File: config.mk
export PLATFORM = sky130hd
export DESIGN_NAME = mtm_alu_pkt_tx
export DESIGN_NICKNAME = d
export VERILOG_FILES = /design/src/rtl/mtm_alu_pkt_tx.sv
export SDC_FILE = /design/constraint.sdc
export NUM_CORES = 1
export LEC_CHECK = 0
export CORE_ASPECT_RATIO = 1.25
export CORE_MARGIN = 2
export CORE_UTILIZATION = 65
export DETAILED_ROUTE_END_ITERATION = 12
export DONT_BUFFER_PORTS = 1
export MAX_ROUTING_LAYER = met4
export PLACE_DENSITY = 0.93
export SYNTH_ARGS = -nofsm -noshare
export SYNTH_HDL_FRONTEND = slang
export SYNTH_SLANG_ARGS = --single-unit
File: constraint.sdc
create_clock -name clk -period 10.18 [get_ports clk]
set_clock_uncertainty 0.15 [all_clocks]
set_input_delay 1.527 -clock clk [delete_from_list [all_inputs] [get_ports clk]]
set_output_delay 1.527 -clock clk [all_outputs]
set_load 0.02 [all_outputs]
File: src/rtl/mtm_alu_pkt_tx.sv
// Serial packet transmitter for the MTM ALU: queues commands and sends B, A and a control/CRC byte as 11-bit frames.
// Optional macro MTM_ALU_PKT_TX_CRC_INJECT_EN adds cmd_crc_err to corrupt the sent crc4 for error-path testing.
module mtm_alu_pkt_tx #(
  parameter int OPERAND_BYTES = 4,
  parameter int QUEUE_DEPTH   = 4,
  parameter int BIT_CYCLES    = 1
) (
  input  logic                             clk,
  input  logic                             rst,
  input  logic                             cmd_valid,
  output logic                             cmd_ready,
  input  logic [8*OPERAND_BYTES-1:0]       cmd_a,
  input  logic [8*OPERAND_BYTES-1:0]       cmd_b,
  input  logic [2:0]                       cmd_op,
`ifdef MTM_ALU_PKT_TX_CRC_INJECT_EN
  input  logic                             cmd_crc_err,
`endif
  output logic                             sin,
  output logic                             busy,
  output logic [$clog2(QUEUE_DEPTH):0]     queue_level
);

  localparam int OPW     = 8 * OPERAND_BYTES;
  localparam int NBYTES  = 2 * OPERAND_BYTES + 1;
  localparam int PKT_W   = 8 * NBYTES;
  localparam int PTR_W   = $clog2(QUEUE_DEPTH);
  localparam int LVL_W   = PTR_W + 1;
  localparam int ENTRY_W = 2 * OPW + 4;
  localparam int CNT_W   = (BIT_CYCLES > 1) ? $clog2(BIT_CYCLES) : 1;
  localparam int BYTE_W  = $clog2(NBYTES);

  typedef enum logic [2:0] {IDLE, START, TYPE, DATA, STOP} state_t;

  // serial CRC, polynomial x^4+x+1, init 0, message MSB first
  function automatic logic [3:0] crc4_calc(input logic [2*OPW+3:0] msg);
    logic [3:0] c;
    logic       fb;
    c = 4'd0;
    for (int i = 2*OPW+3; i >= 0; i--) begin
      fb = c[3] ^ msg[i];
      c  = {c[2], c[1], c[0] ^ fb, fb};
    end
    return c;
  endfunction

  logic cmd_err;
`ifdef MTM_ALU_PKT_TX_CRC_INJECT_EN
  assign cmd_err = cmd_crc_err;
`else
  assign cmd_err = 1'b0;
`endif

  // command queue
  logic [ENTRY_W-1:0] mem [QUEUE_DEPTH];
  logic [PTR_W-1:0]   wr_ptr_reg, rd_ptr_reg;
  logic [LVL_W-1:0]   level_reg, level_next;
  logic               ready_reg;
  logic               push, pop;

  logic [ENTRY_W-1:0] head;
  logic [OPW-1:0]     head_a, head_b;
  logic [2:0]         head_op;
  logic               head_err;
  logic [3:0]         head_crc;

  assign push = cmd_valid & ready_reg & ~rst;

  always_ff @(posedge clk) begin
    if (push) begin
      mem[wr_ptr_reg] <= {cmd_b, cmd_a, cmd_op, cmd_err};
    end
  end

  assign head     = mem[rd_ptr_reg];
  assign head_b   = head[ENTRY_W-1 -: OPW];
  assign head_a   = head[ENTRY_W-OPW-1 -: OPW];
  assign head_op  = head[3:1];
  assign head_err = head[0];
  assign head_crc = crc4_calc({head_b, head_a, 1'b1, head_op}) ^ {3'b000, head_err};

  assign level_next = level_reg + LVL_W'(push) - LVL_W'(pop);

  // transmit FSM
  state_t            state_reg, state_next;
  logic [CNT_W-1:0]  cnt_reg, cnt_next;
  logic [2:0]        bit_reg, bit_next;
  logic [BYTE_W-1:0] byte_reg, byte_next;
  logic [PKT_W-1:0]  pkt_reg, pkt_next;
  logic              sin_reg, sin_next;
  logic              busy_reg, busy_next;
  logic              bit_end, queue_empty, load;
  logic [7:0]        cur_byte;

  assign bit_end     = (cnt_reg == CNT_W'(BIT_CYCLES - 1));
  assign queue_empty = (level_reg == '0);

  always_comb begin
    state_next = state_reg;
    cnt_next   = cnt_reg;
    bit_next   = bit_reg;
    byte_next  = byte_reg;
    pkt_next   = pkt_reg;
    load       = 1'b0;
    sin_next   = 1'b1;
    busy_next  = 1'b0;
    cur_byte   = 8'd0;

    if (state_reg == IDLE) begin
      load = ~queue_empty;
    end else if (bit_end) begin
      cnt_next = '0;
      case (state_reg)
        START: state_next = TYPE;
        TYPE: begin
          state_next = DATA;
          bit_next   = 3'd0;
        end
        DATA: begin
          if (bit_reg == 3'd7) state_next = STOP;
          else                 bit_next   = bit_reg + 3'd1;
        end
        STOP: begin
          if (byte_reg != BYTE_W'(NBYTES - 1)) begin
            state_next = START;
            byte_next  = byte_reg + BYTE_W'(1);
            pkt_next   = pkt_reg << 8;
          end else if (!queue_empty) begin
            load = 1'b1;
          end else begin
            state_next = IDLE;
          end
        end
        default: state_next = IDLE;
      endcase
    end else begin
      cnt_next = cnt_reg + CNT_W'(1);
    end

    // a pop starts the next packet's start bit on the same edge
    if (load) begin
      state_next = START;
      cnt_next   = '0;
      byte_next  = '0;
      pkt_next   = {head_b, head_a, 1'b0, head_op, head_crc};
    end

    cur_byte = pkt_next[PKT_W-1 -: 8];
    case (state_next)
      START:   sin_next = 1'b0;
      TYPE:    sin_next = (byte_next == BYTE_W'(NBYTES - 1));
      DATA:    sin_next = cur_byte[3'd7 - bit_next];
      default: sin_next = 1'b1;
    endcase
    busy_next = (state_next != IDLE);
  end

  assign pop = load;

  always_ff @(posedge clk) begin
    if (rst) begin
      state_reg  <= IDLE;
      cnt_reg    <= '0;
      bit_reg    <= 3'd0;
      byte_reg   <= '0;
      sin_reg    <= 1'b1;
      busy_reg   <= 1'b0;
      wr_ptr_reg <= '0;
      rd_ptr_reg <= '0;
      level_reg  <= '0;
      ready_reg  <= 1'b1;
    end else begin
      state_reg <= state_next;
      cnt_reg   <= cnt_next;
      bit_reg   <= bit_next;
      byte_reg  <= byte_next;
      sin_reg   <= sin_next;
      busy_reg  <= busy_next;
      level_reg <= level_next;
      ready_reg <= (level_next != LVL_W'(QUEUE_DEPTH));
      if (push) wr_ptr_reg <= wr_ptr_reg + PTR_W'(1);
      if (pop)  rd_ptr_reg <= rd_ptr_reg + PTR_W'(1);
    end
  end

  always_ff @(posedge clk) begin
    pkt_reg <= pkt_next;
  end

  assign sin         = sin_reg;
  assign busy        = busy_reg;
  assign cmd_ready   = ready_reg;
  assign queue_level = level_reg;

endmodule

==> results_tabular.tex, run 1 <==
\begin{tabular}{lr}
\hline
Metric & Value \\
\hline
\multicolumn{2}{l}{\textbf{Cells and area}} \\
Number of flip-flops in the largest register & 268 \\
Growth of design area from synthesis to finish & 8.97\% \\
Filler cells & 1167 \\
Post-Route Utilization & 72.6\% \\
Share of cells above drive strength 1 & 19.3\% \\
Diodes inserted & 0 \\
Count of nets after finishing & 857 \\
\multicolumn{2}{l}{\textbf{Die}} \\
Effective utilization at floorplan & 66.6\% \\
Core ar. & 22400 sq um \\
Area of the die & 24100 sq um \\
Number of cell rows & 61 \\
Die boundary height & 173 um \\
Horizontal extent of the die & 139 um \\
IO Count & 76 \\
\multicolumn{2}{l}{\textbf{Hold path}} \\
Type of the tightest min-delay check & flop to flop \\
\multicolumn{2}{l}{\textbf{Synth}} \\
Primary flip-flop cell chosen by synthesis mapping & sky130\_fd\_sc\_hd\_\_edfxtp\_1 \\
Mapped Avg Cell Area & 19.4 sq um \\
Share of synthesized area spent on multiplexers & 10.6\% \\
Cell count after synthesis & 768 \\
Fraction of the mapped netlist area in compound gates & 4.73\% \\
Post-synthesis adder-cell area fraction & 0.891\% \\
Combinational family with the most area after synthesis & multiplexers \\
Post-synthesis cell type count & 48 \\
Share of the synthesized netlist area taken by xor and xnor gates & 9.00\% \\
Register bit total from synthesis & 361 \\
Number of enable flip-flop cells after synthesis & 331 \\
Net count of the mapped netlist & 848 \\
Top area cells in the synthesized netlist & sky130\_fd\_sc\_hd\_\_edfxtp\_1 67\%, sky130\_fd\_sc\_hd\_\_mux4\_2 10\%, sky130\_fd\_sc\_hd\_\_dfxtp\_1 4.0\% \\
Synth Warn \# & 0 \\
Summed instance area of the synthesized netlist & 14900 sq um \\
Synth async-reset ratio & 0\% \\
Simple-gate share of the synthesized area & 2.28\% \\
Register area share after synthesis & 70.8\% \\
Portion of synthesized cell area occupied by the leading cell type & 66.8\% \\
Dominant cell type by area after synthesis & sky130\_fd\_sc\_hd\_\_edfxtp\_1 \\
\multicolumn{2}{l}{\textbf{Place}} \\
Final HPWL DP & 18.3 mm \\
Placer congestion estimate & 0.889 \\
Count of input and output buffers & 0 \\
\multicolumn{2}{l}{\textbf{Clock tree}} \\
Worst skew pair latency & 0.51 ns \\
Cell at the root of the clock tree & sky130\_fd\_sc\_hd\_\_clkbuf\_16 \\
CTS H-Tree Depth & 2 \\
Number of instances resized during post-cts repair & 0 \\
TritonCTS clock tree & built \\
CTS Buf Count & 34 \\
Number of buffers inserted to repair setup after CTS & 0 \\
Total clock sinks & 361 \\
Clock-pin slew of the registers on the worst-case setup and hold paths & 0.06 ns \\
Cts hold-fix bufs & 0 \\
Maximum number of buffers from clock root to sink & 3 \\
\multicolumn{2}{l}{\textbf{Critical path}} \\
Slowest cell on the critical path & sky130\_fd\_sc\_hd\_\_buf\_4 \\
Kind of end point of the critical path & flop \\
Critical path data arrival time & 5.48 ns \\
Data required time of the worst path & 10.28 ns \\
Largest fanout of any net on the critical path & 43 \\
Crit path kind & flop to flop \\
Slowest stage delay, CP & 0.76 ns \\
Critical path cell sequence & buf\_4 > mux4\_2 > xnor2\_2 > xnor3\_1 > xnor2\_2 > xor2\_1 > xnor2\_1 > xnor3\_1 > xnor2\_2 > xnor3\_1 > mux2i\_1 \\
Buffers \& Inverters on Critical Path & 1 \\
Family with the most delay on the worst path & XOR/XNOR gates \\
Startpoint class of the critical path & flop \\
\multicolumn{2}{l}{\textbf{Detailed routing}} \\
Vias per Instance & 6.64 \\
DRT iter0 DRCs & 783 \\
Total number of vias & 7201 \\
DRC & 0 \\
Routed wirelength normalized by instance count & 28.0 um \\
Routed wl met3 & 1.93 mm \\
Total wirelength of the detailed-routed design & 30.4 mm \\
Number of optimization iterations in the first detailed-route pass & 7 \\
Amount of wire on met2 after detailed routing & 16.9 mm \\
ANT nets after route & 0 \\
Uppermost metal layer occupied by signal nets & met4 \\
Routed length on met1 & 10.7 mm \\
\multicolumn{2}{l}{\textbf{Global routing}} \\
Maximum number of pins on one net before global-route repair & 73 \\
Number of global-route vias before repair & 7673 \\
Gr usage total & 26.9\% \\
Antenna violations before repair & 0 \\
Total global routing overflow & 0 \\
Global-route wire length before repair & 46.9 mm \\
\multicolumn{2}{l}{\textbf{Outcome}} \\
Status & completed \\
\multicolumn{2}{l}{\textbf{Timing}} \\
Achievable frequency & 0.186 GHz \\
Total negative slack for setup checks & 0 ns \\
Setup-failing EPs final & 0 \\
Unrepaired setup endpoints after global routing & false \\
Worst Max-Slew Pin Slew & 1.02 ns \\
Number of max-slew violations in the final report & 0 \\
Fin. Hold Viols & 0 \\
Final critical-path required period & 5.38 ns \\
Final worst-path cycle share & 52.8\% \\
Relative slew slack & 31.9\% \\
Tightest hold margin & 0.394 ns \\
\multicolumn{2}{l}{\textbf{Run}} \\
Max-cap violation count & 0 \\
\hline
\end{tabular}
## cell usage after synthesis (all sizes together) (3+ instances only)
library cell / number
nand2: 15
o21ai: 3
clkbuf: 22
o22ai: 6
buf: 14
xnor2: 79
mux4: 67
xor2: 19
nor3: 3
xnor3: 17
a22o: 58
nor2: 29
mux2i: 5
nor2b: 3
a21oi: 5
edfxtp: 331
dfxtp: 30
ha: 9
and2: 9
inv: 13
nand2b: 3
## per-layer routing
layer	track usage [%]	up-vias
met3	4.89	70
met4	7.91	0
met1	31.7	3737
li1	-	3060
met5	-	-
met2	47.5	334
## worst reg2reg max path, stage by stage (launching register included)
cell and delay [ns]:
sky130_fd_sc_hd__dfxtp_4 0.67, sky130_fd_sc_hd__buf_4 0.79, sky130_fd_sc_hd__mux4_2 0.74, sky130_fd_sc_hd__xnor2_2 0.29, sky130_fd_sc_hd__xnor3_1 0.41, sky130_fd_sc_hd__xnor2_2 0.28, sky130_fd_sc_hd__xor2_1 0.13, sky130_fd_sc_hd__xnor2_1 0.39
sky130_fd_sc_hd__xnor3_1 0.47, sky130_fd_sc_hd__xnor2_2 0.24, sky130_fd_sc_hd__xnor3_1 0.44, sky130_fd_sc_hd__mux2i_1 0.13
## logic make-up after synthesis
family | after synthesis
DFF | 361
xor gates and xnor gates | 115
AOI/OAI and AO/OA | 87
muxes | 74
and+or+nand+nor | 72
buffers and inverters | 49
adders and majority gates | 10
## worst paths after layout
kind	depth (start not counted)	slack, ns	to	from
setup / recovery	11	4.80	pkt_reg[0]	flop
hold / removal	2	0.39	pkt_reg[68]	pkt_reg[68]
setup reg to reg	11	4.80	pkt_reg[0]	flop
hold reg to reg	2	0.39	pkt_reg[68]	pkt_reg[68]
## placed cells by master, fill, tap and decap left out, types with 15 or more instances in the layout
cell type	Yosys	routed
sky130_fd_sc_hd__nand2_1	15	15
sky130_fd_sc_hd__xnor3_1	16	16
sky130_fd_sc_hd__clkbuf_16	0	35
sky130_fd_sc_hd__xnor2_1	67	67
sky130_fd_sc_hd__xor2_1	18	18
sky130_fd_sc_hd__a22o_1	58	57
sky130_fd_sc_hd__nor2_1	29	29
sky130_fd_sc_hd__dfxtp_1	30	28
sky130_fd_sc_hd__edfxtp_1	331	331
sky130_fd_sc_hd__mux4_2	67	67
## through the flow
stage	setup slack [ns]	cell area, sq um	instances
5_1_grt	4.46	16200	1085
2_1_floorplan	5.85	14900	768
4_1_cts	4.73	16200	1085
6_report	4.80	16200	1085
3_5_place_dp	4.86	15100	1024
3_3_place_gp	5.07	15100	1024
## layout make-up
class	count	area [sq um]	share of cell area [%]
inverters	13	48.8	0.301
repair buffers	9	67.6	0.416
clock buffers	41	918	5.66
clock inverters	20	188	1.16
flip-flops and latches	361	10500	65.0
well taps	283	354	2.18
multi-input cells	358	4110	25.3
Power of run 1 is left out: the tool's default activity adds up to more than one toggle a clock period on the data nets, which glitch-free logic cannot reach.
==> inputs of run 2 (changes only) <==
- CORE_UTILIZATION: 65 -> 57
- PLACE_DENSITY: 0.93 -> 0.87
- clock period: 10.18 -> 4.8 ns (I/O delays scaled with it)
==> run 2 against run 1 <==
Compared with the run above:
- hold slack worse by 0.26 ns
- global-route usage down 5.0 points
- die area up 14%
- design area up 1.1%
- final cell count up 5.4%
- critical path type unchanged
- critical endpoint unchanged
- largest cell class unchanged
- highest routed layer unchanged
==> results_tabular.tex, run 2 (synthesis gave the netlist of run 1 again) <==
\begin{tabular}{lr}
\hline
Metric & Value \\
\hline
\multicolumn{2}{l}{\textbf{Outcome}} \\
Status & completed (unchanged) \\
\multicolumn{2}{l}{\textbf{Timing}} \\
Smallest setup slack after layout & 0.458 ns (was 4.80 ns) \\
Worst Max-Slew Pin Slew & 1.07 ns (was 1.02 ns) \\
Relative slew slack & 28.8\% (was 31.9\%) \\
Final critical-path required period & 4.34 ns (was 5.38 ns) \\
Unrepaired setup endpoints after global routing & false (unchanged) \\
Number of max-slew violations in the final report & 0 (unchanged) \\
Final worst-path cycle share & 90.5\% (was 52.8\%) \\
Setup-failing EPs final & 0 (unchanged) \\
Fin. Hold Viols & 0 (unchanged) \\
Achievable frequency & 0.230 GHz (was 0.186 GHz) \\
Total negative slack for setup checks & 0 ns (unchanged) \\
\multicolumn{2}{l}{\textbf{Die}} \\
Effective utilization at floorplan & 57.6\% (was 66.6\%) \\
Area of the die & 27400 sq um (was 24100 sq um) \\
Number of cell rows & 66 (was 61) \\
Core ar. & 25800 sq um (was 22400 sq um) \\
IO Count & 76 (unchanged) \\
Die boundary height & 185 um (was 173 um) \\
Horizontal extent of the die & 149 um (was 139 um) \\
\multicolumn{2}{l}{\textbf{Cells and area}} \\
Most frequent standard cell in the layout excluding fill and tap cells & sky130\_fd\_sc\_hd\_\_edfxtp\_1 (unchanged) \\
Diodes inserted & 0 (unchanged) \\
Filler cells & 1654 (was 1167) \\
Count of nets after finishing & 860 (was 857) \\
Share of cells above drive strength 1 & 19.4\% (was 19.3\%) \\
Growth of design area from synthesis to finish & 10.2\% (was 8.97\%) \\
Number of flip-flops in the largest register & 268 (unchanged) \\
Final Cell Area & 16400 sq um (was 16200 sq um) \\
Most frequent cells in the layout & 331 x sky130\_fd\_sc\_hd\_\_edfxtp\_1, 67 x sky130\_fd\_sc\_hd\_\_mux4\_2, 67 x sky130\_fd\_sc\_hd\_\_xnor2\_1 (unchanged) \\
\multicolumn{2}{l}{\textbf{Detailed routing}} \\
Total number of vias & 6986 (was 7201) \\
Number of optimization iterations in the first detailed-route pass & 5 (was 7) \\
Uppermost metal layer occupied by signal nets & met4 (unchanged) \\
ANT nets after route & 0 (unchanged) \\
DRC & 0 (unchanged) \\
Routed length on met1 & 10.4 mm (was 10.7 mm) \\
Total wirelength of the detailed-routed design & 27.8 mm (was 30.4 mm) \\
Amount of wire on met2 after detailed routing & 14.7 mm (was 16.9 mm) \\
Routed wl met3 & 1.82 mm (was 1.93 mm) \\
Vias per Instance & 6.11 (was 6.64) \\
Routed wirelength normalized by instance count & 24.3 um (was 28.0 um) \\
DRT iter0 DRCs & 542 (was 783) \\
\multicolumn{2}{l}{\textbf{Critical path}} \\
Buffers \& Inverters on Critical Path & 1 (unchanged) \\
Startpoint class of the critical path & flop (unchanged) \\
Critical path's most frequent cell & sky130\_fd\_sc\_hd\_\_xnor3\_1 \\
Worst Reg2Reg Path Length in Cells & 11 (unchanged) \\
Kind of end point of the critical path & flop (unchanged) \\
Family with the most delay on the worst path & XOR/XNOR gates (unchanged) \\
Critical path cell sequence & buf\_12 > mux4\_2 > xnor3\_1 > xnor3\_1 > xnor2\_2 > xor2\_1 > xnor2\_1 > xnor3\_1 > xnor2\_2 > xnor3\_1 > mux2i\_1 (was buf\_4 > mux4\_2 > xnor2\_2 > xnor3\_1 > xnor2\_2 > xor2\_1 > xnor2\_1 > xnor3\_1 > xnor2\_2 > xnor3\_1 > mux2i\_1) \\
Critical path data arrival time & 4.45 ns (was 5.48 ns) \\
Slowest cell on the critical path & sky130\_fd\_sc\_hd\_\_mux4\_2 (was sky130\_fd\_sc\_hd\_\_buf\_4) \\
Largest fanout of any net on the critical path & 18 (was 43) \\
CP Depth & 11 (unchanged) \\
Slowest stage delay, CP & 0.59 ns (was 0.76 ns) \\
Data required time of the worst path & 4.91 ns (was 10.28 ns) \\
Crit path kind & flop to flop (unchanged) \\
\multicolumn{2}{l}{\textbf{Place}} \\
Final HPWL DP & 17.2 mm (was 18.3 mm) \\
Count of input and output buffers & 0 (unchanged) \\
Placed Area & 15300 sq um (was 15100 sq um) \\
Post-placement worst setup slack & 0.492 ns (was 4.86 ns) \\
Placer congestion estimate & 0.824 (was 0.889) \\
\multicolumn{2}{l}{\textbf{Hold path}} \\
Cells on Worst Hold Path & 1 (was 2) \\
Type of the tightest min-delay check & primary input to flop (was flop to flop) \\
\multicolumn{2}{l}{\textbf{Clock tree}} \\
Maximum number of buffers from clock root to sink & 3 (unchanged) \\
Number of buffers inserted to repair setup after CTS & 0 (unchanged) \\
TritonCTS clock tree & built (unchanged) \\
CTS H-Tree Depth & 2 (unchanged) \\
Worst skew pair latency & 0.51 ns (about the same) \\
Number of instances resized during post-cts repair & 0 (unchanged) \\
Total clock sinks & 361 (unchanged) \\
Cell at the root of the clock tree & sky130\_fd\_sc\_hd\_\_clkbuf\_16 (unchanged) \\
Cts hold-fix bufs & 0 (unchanged) \\
CTS Buf Count & 34 (unchanged) \\
Clock-pin slew of the registers on the worst-case setup and hold paths & 0.06 ns (about the same) \\
\multicolumn{2}{l}{\textbf{Global routing}} \\
Antenna violations before repair & 0 (unchanged) \\
Number of global-route vias before repair & 7460 (was 7673) \\
Maximum number of pins on one net before global-route repair & 68 (was 73) \\
Gr usage total & 21.9\% (was 26.9\%) \\
Global-route wire length before repair & 43.3 mm (was 46.9 mm) \\
Total global routing overflow & 0 (unchanged) \\
\multicolumn{2}{l}{\textbf{Run}} \\
Max-cap violation count & 0 (unchanged) \\
\hline
\end{tabular}
## run 2: cell types whose count changed in the layout (fill, tap and decap cells not counted), sizes merged
cell / change
bufinv: +2
inv: -1
buf: +3
clkinv: -2
## run 2: routing by layer
metal	GRT usage, %	up-vias
met5	-	-
met4	7.73	0
met1	26.2	3588
li1	-	3078
met3	4.63	72
met2	37.1	248
## run 2: through the flow
step | util, % | hold WS (ns) | cells
2_1_floorplan | - | 0.302 | 768
3_3_place_gp | 59.1 | 0.323 | 1084
3_5_place_dp | 59.1 | 0.342 | 1084
4_1_cts | 63.5 | 0.118 | 1144
5_1_grt | 63.5 | 0.118 | 1144
6_report | 63.5 | 0.129 | 1144
## run 2: path summary, 6_finish.rpt
| check | from | to | slack, ns |
|---|---|---|---|
| max reg2reg | flop | pkt_reg[0] | 0.46 |
| min reg2reg | pkt_reg[67] | pkt_reg[67] | 0.35 |
| max | flop | pkt_reg[0] | 0.46 |
| min | rst | queue_level[1] | 0.13 |
## run 2: layout make-up
cell class | instances | area [sq um] | share of cell area (%)
flip-flops and latches | 361 | 10500 | 64.3
multi-input cells | 358 | 4110 | 25.0
clock buffers | 41 | 908 | 5.54
well taps | 340 | 425 | 2.59
clock inverters | 19 | 233 | 1.42
repair buffers | 12 | 140 | 0.854
inverters | 13 | 48.8 | 0.297
Power of run 2 is left out for the same reason.
==> inputs of run 3 (changes only) <==
- CORE_UTILIZATION: 57 -> 59
- CTS_BUF_LIST: unset -> sky130_fd_sc_hd__clkbuf_8
- PLACE_DENSITY: 0.87 -> 0.9
- SLEW_MARGIN: unset -> 10
==> run 3 against run 2 <==
Compared with the run above:
- die area down 3.3%
- flip-flop and latch count unchanged
- sequential share of layout area up 0.88 points
- non-clock buffer count up 4
- critical path depth unchanged
- design area down 1.3%
- global-route usage up 0.70 points
- fmax down 1.8%
==> results_tabular.tex, run 3 (synthesis gave the netlist of run 1 again) <==
\begin{tabular}{lr}
\hline
Metric & Value \\
\hline
\multicolumn{2}{l}{\textbf{Critical path}} \\
Data required time of the worst path & 4.97 ns (was 4.91 ns) \\
Worst Reg2Reg Path Length in Cells & 11 (unchanged) \\
Critical path cell sequence & buf\_12 > mux4\_2 > xnor2\_1 > xnor2\_1 > xnor3\_2 > xnor2\_2 > xnor2\_2 > xnor3\_1 > xnor2\_2 > xnor3\_1 > mux2i\_1 (was buf\_12 > mux4\_2 > xnor3\_1 > xnor3\_1 > xnor2\_2 > xor2\_1 > xnor2\_1 > xnor3\_1 > xnor2\_2 > xnor3\_1 > mux2i\_1) \\
Critical path data arrival time & 4.59 ns (was 4.45 ns) \\
Slowest stage delay, CP & 0.62 ns (was 0.59 ns) \\
Kind of end point of the critical path & flop (unchanged) \\
Critical path's most frequent cell & sky130\_fd\_sc\_hd\_\_xnor2\_2 (was sky130\_fd\_sc\_hd\_\_xnor3\_1) \\
Buffers \& Inverters on Critical Path & 1 (unchanged) \\
Slowest cell on the critical path & sky130\_fd\_sc\_hd\_\_mux4\_2 (unchanged) \\
Crit path kind & flop to flop (unchanged) \\
Startpoint class of the critical path & flop (unchanged) \\
CP Depth & 11 (unchanged) \\
Family with the most delay on the worst path & XOR/XNOR gates (unchanged) \\
Largest fanout of any net on the critical path & 31 (was 18) \\
\multicolumn{2}{l}{\textbf{Global routing}} \\
Global-route wire length before repair & 43.8 mm (was 43.3 mm) \\
Antenna violations before repair & 0 (unchanged) \\
Gr usage total & 22.6\% (was 21.9\%) \\
Number of global-route vias before repair & 7689 (was 7460) \\
Maximum number of pins on one net before global-route repair & 57 (was 68) \\
Total global routing overflow & 0 (unchanged) \\
\multicolumn{2}{l}{\textbf{Place}} \\
Final HPWL DP & 18.4 mm (was 17.2 mm) \\
Placer congestion estimate & 0.832 (was 0.824) \\
Count of input and output buffers & 0 (unchanged) \\
\multicolumn{2}{l}{\textbf{Cells and area}} \\
Most frequent standard cell in the layout excluding fill and tap cells & sky130\_fd\_sc\_hd\_\_edfxtp\_1 (unchanged) \\
Most frequent cells in the layout & 331 x sky130\_fd\_sc\_hd\_\_edfxtp\_1, 67 x sky130\_fd\_sc\_hd\_\_mux4\_2, 67 x sky130\_fd\_sc\_hd\_\_xnor2\_1 (unchanged) \\
Diodes inserted & 0 (unchanged) \\
Growth of design area from synthesis to finish & 8.69\% (was 10.2\%) \\
Number of flip-flops in the largest register & 268 (unchanged) \\
Share of cells above drive strength 1 & 20.1\% (was 19.4\%) \\
Count of nets after finishing & 883 (was 860) \\
\multicolumn{2}{l}{\textbf{Run}} \\
Max-cap violation count & 0 (unchanged) \\
\multicolumn{2}{l}{\textbf{Timing}} \\
Worst Max-Slew Pin Slew & 0.676 ns (was 1.07 ns) \\
Final critical-path required period & 4.42 ns (was 4.34 ns) \\
Fin. Hold Viols & 0 (unchanged) \\
Setup-failing EPs final & 0 (unchanged) \\
Number of max-slew violations in the final report & 0 (unchanged) \\
Final worst-path cycle share & 92.1\% (was 90.5\%) \\
Relative slew slack & 55.0\% (was 28.8\%) \\
Unrepaired setup endpoints after global routing & false (unchanged) \\
Total negative slack for setup checks & 0 ns (unchanged) \\
Achievable frequency & 0.226 GHz (was 0.230 GHz) \\
\multicolumn{2}{l}{\textbf{Die}} \\
Area of the die & 26500 sq um (was 27400 sq um) \\
Core ar. & 25000 sq um (was 25800 sq um) \\
Number of cell rows & 65 (was 66) \\
Effective utilization at floorplan & 59.4\% (was 57.6\%) \\
Horizontal extent of the die & 146 um (was 149 um) \\
IO Count & 76 (unchanged) \\
Die boundary height & 182 um (was 185 um) \\
\multicolumn{2}{l}{\textbf{Detailed routing}} \\
ANT nets after route & 0 (unchanged) \\
Number of optimization iterations in the first detailed-route pass & 5 (unchanged) \\
Vias per Instance & 5.99 (was 6.11) \\
Routed wirelength normalized by instance count & 24.0 um (was 24.3 um) \\
Total wirelength of the detailed-routed design & 28.3 mm (was 27.8 mm) \\
Total number of vias & 7060 (was 6986) \\
DRC & 0 (unchanged) \\
DRT iter0 DRCs & 623 (was 542) \\
\multicolumn{2}{l}{\textbf{Clock tree}} \\
CTS Buf Count & 53 (was 34) \\
Clock-pin slew of the registers on the worst-case setup and hold paths & 0.06 ns (about the same) \\
Worst skew pair latency & 0.58 ns (was 0.51 ns) \\
Cts hold-fix bufs & 0 (unchanged) \\
Number of buffers inserted to repair setup after CTS & 0 (unchanged) \\
CTS H-Tree Depth & 2 (unchanged) \\
Number of instances resized during post-cts repair & 0 (unchanged) \\
Maximum number of buffers from clock root to sink & 3 (unchanged) \\
TritonCTS clock tree & built (unchanged) \\
Total clock sinks & 361 (unchanged) \\
Cell at the root of the clock tree & sky130\_fd\_sc\_hd\_\_clkbuf\_8 (was sky130\_fd\_sc\_hd\_\_clkbuf\_16) \\
\multicolumn{2}{l}{\textbf{Hold path}} \\
Type of the tightest min-delay check & primary input to flop (unchanged) \\
Worst Hold Launch & rst (unchanged) \\
Cells on Worst Hold Path & 1 (unchanged) \\
\multicolumn{2}{l}{\textbf{Outcome}} \\
Status & completed (unchanged) \\
\hline
\end{tabular}
==> run 3: cell type report <==
| type | count | area [sq um] |
|---|---|---|
| multi-input cells | 358 | 4110 |
| clock buffers | 54 | 743 |
| flip-flops and latches | 361 | 10500 |
| fillers | 1632 | 8860 |
| clock inverters | 42 | 178 |
| well taps | 335 | 419 |
| repair buffers | 16 | 145 |
| inverters | 13 | 48.8 |
==> run 3: routing by layer <==
metal  global-route usage [%]  part of all wire (%)
met5                        -                     0
met2                     38.8                    53
met1                     26.0                    37
met3                     5.45                   6.5
met4                     8.27                   3.3
==> run 3: path summary, 6_finish.rpt <==
check	to	slack, ns
worst max-delay path	pkt_reg[0]	0.38
worst min-delay path	flop	0.05
worst max register to register	pkt_reg[0]	0.38
worst min register to register	pkt_reg[67]	0.35
==> run 3: metrics by stage <==
stage	utilization (%)	area [sq um]	cells	setup WS (ns)	hold WS, ns
6_report	64.6	16200	1179	0.380	0.0512
2_1_floorplan	-	14900	768	0.473	0.302
5_1_grt	64.6	16200	1179	0.180	0.0335
3_3_place_gp	60.9	15300	1083	0.575	0.316
4_1_cts	64.6	16200	1179	0.344	0.0316
3_5_place_dp	60.9	15300	1083	0.437	0.331
Power of run 3 is left out for the same reason.
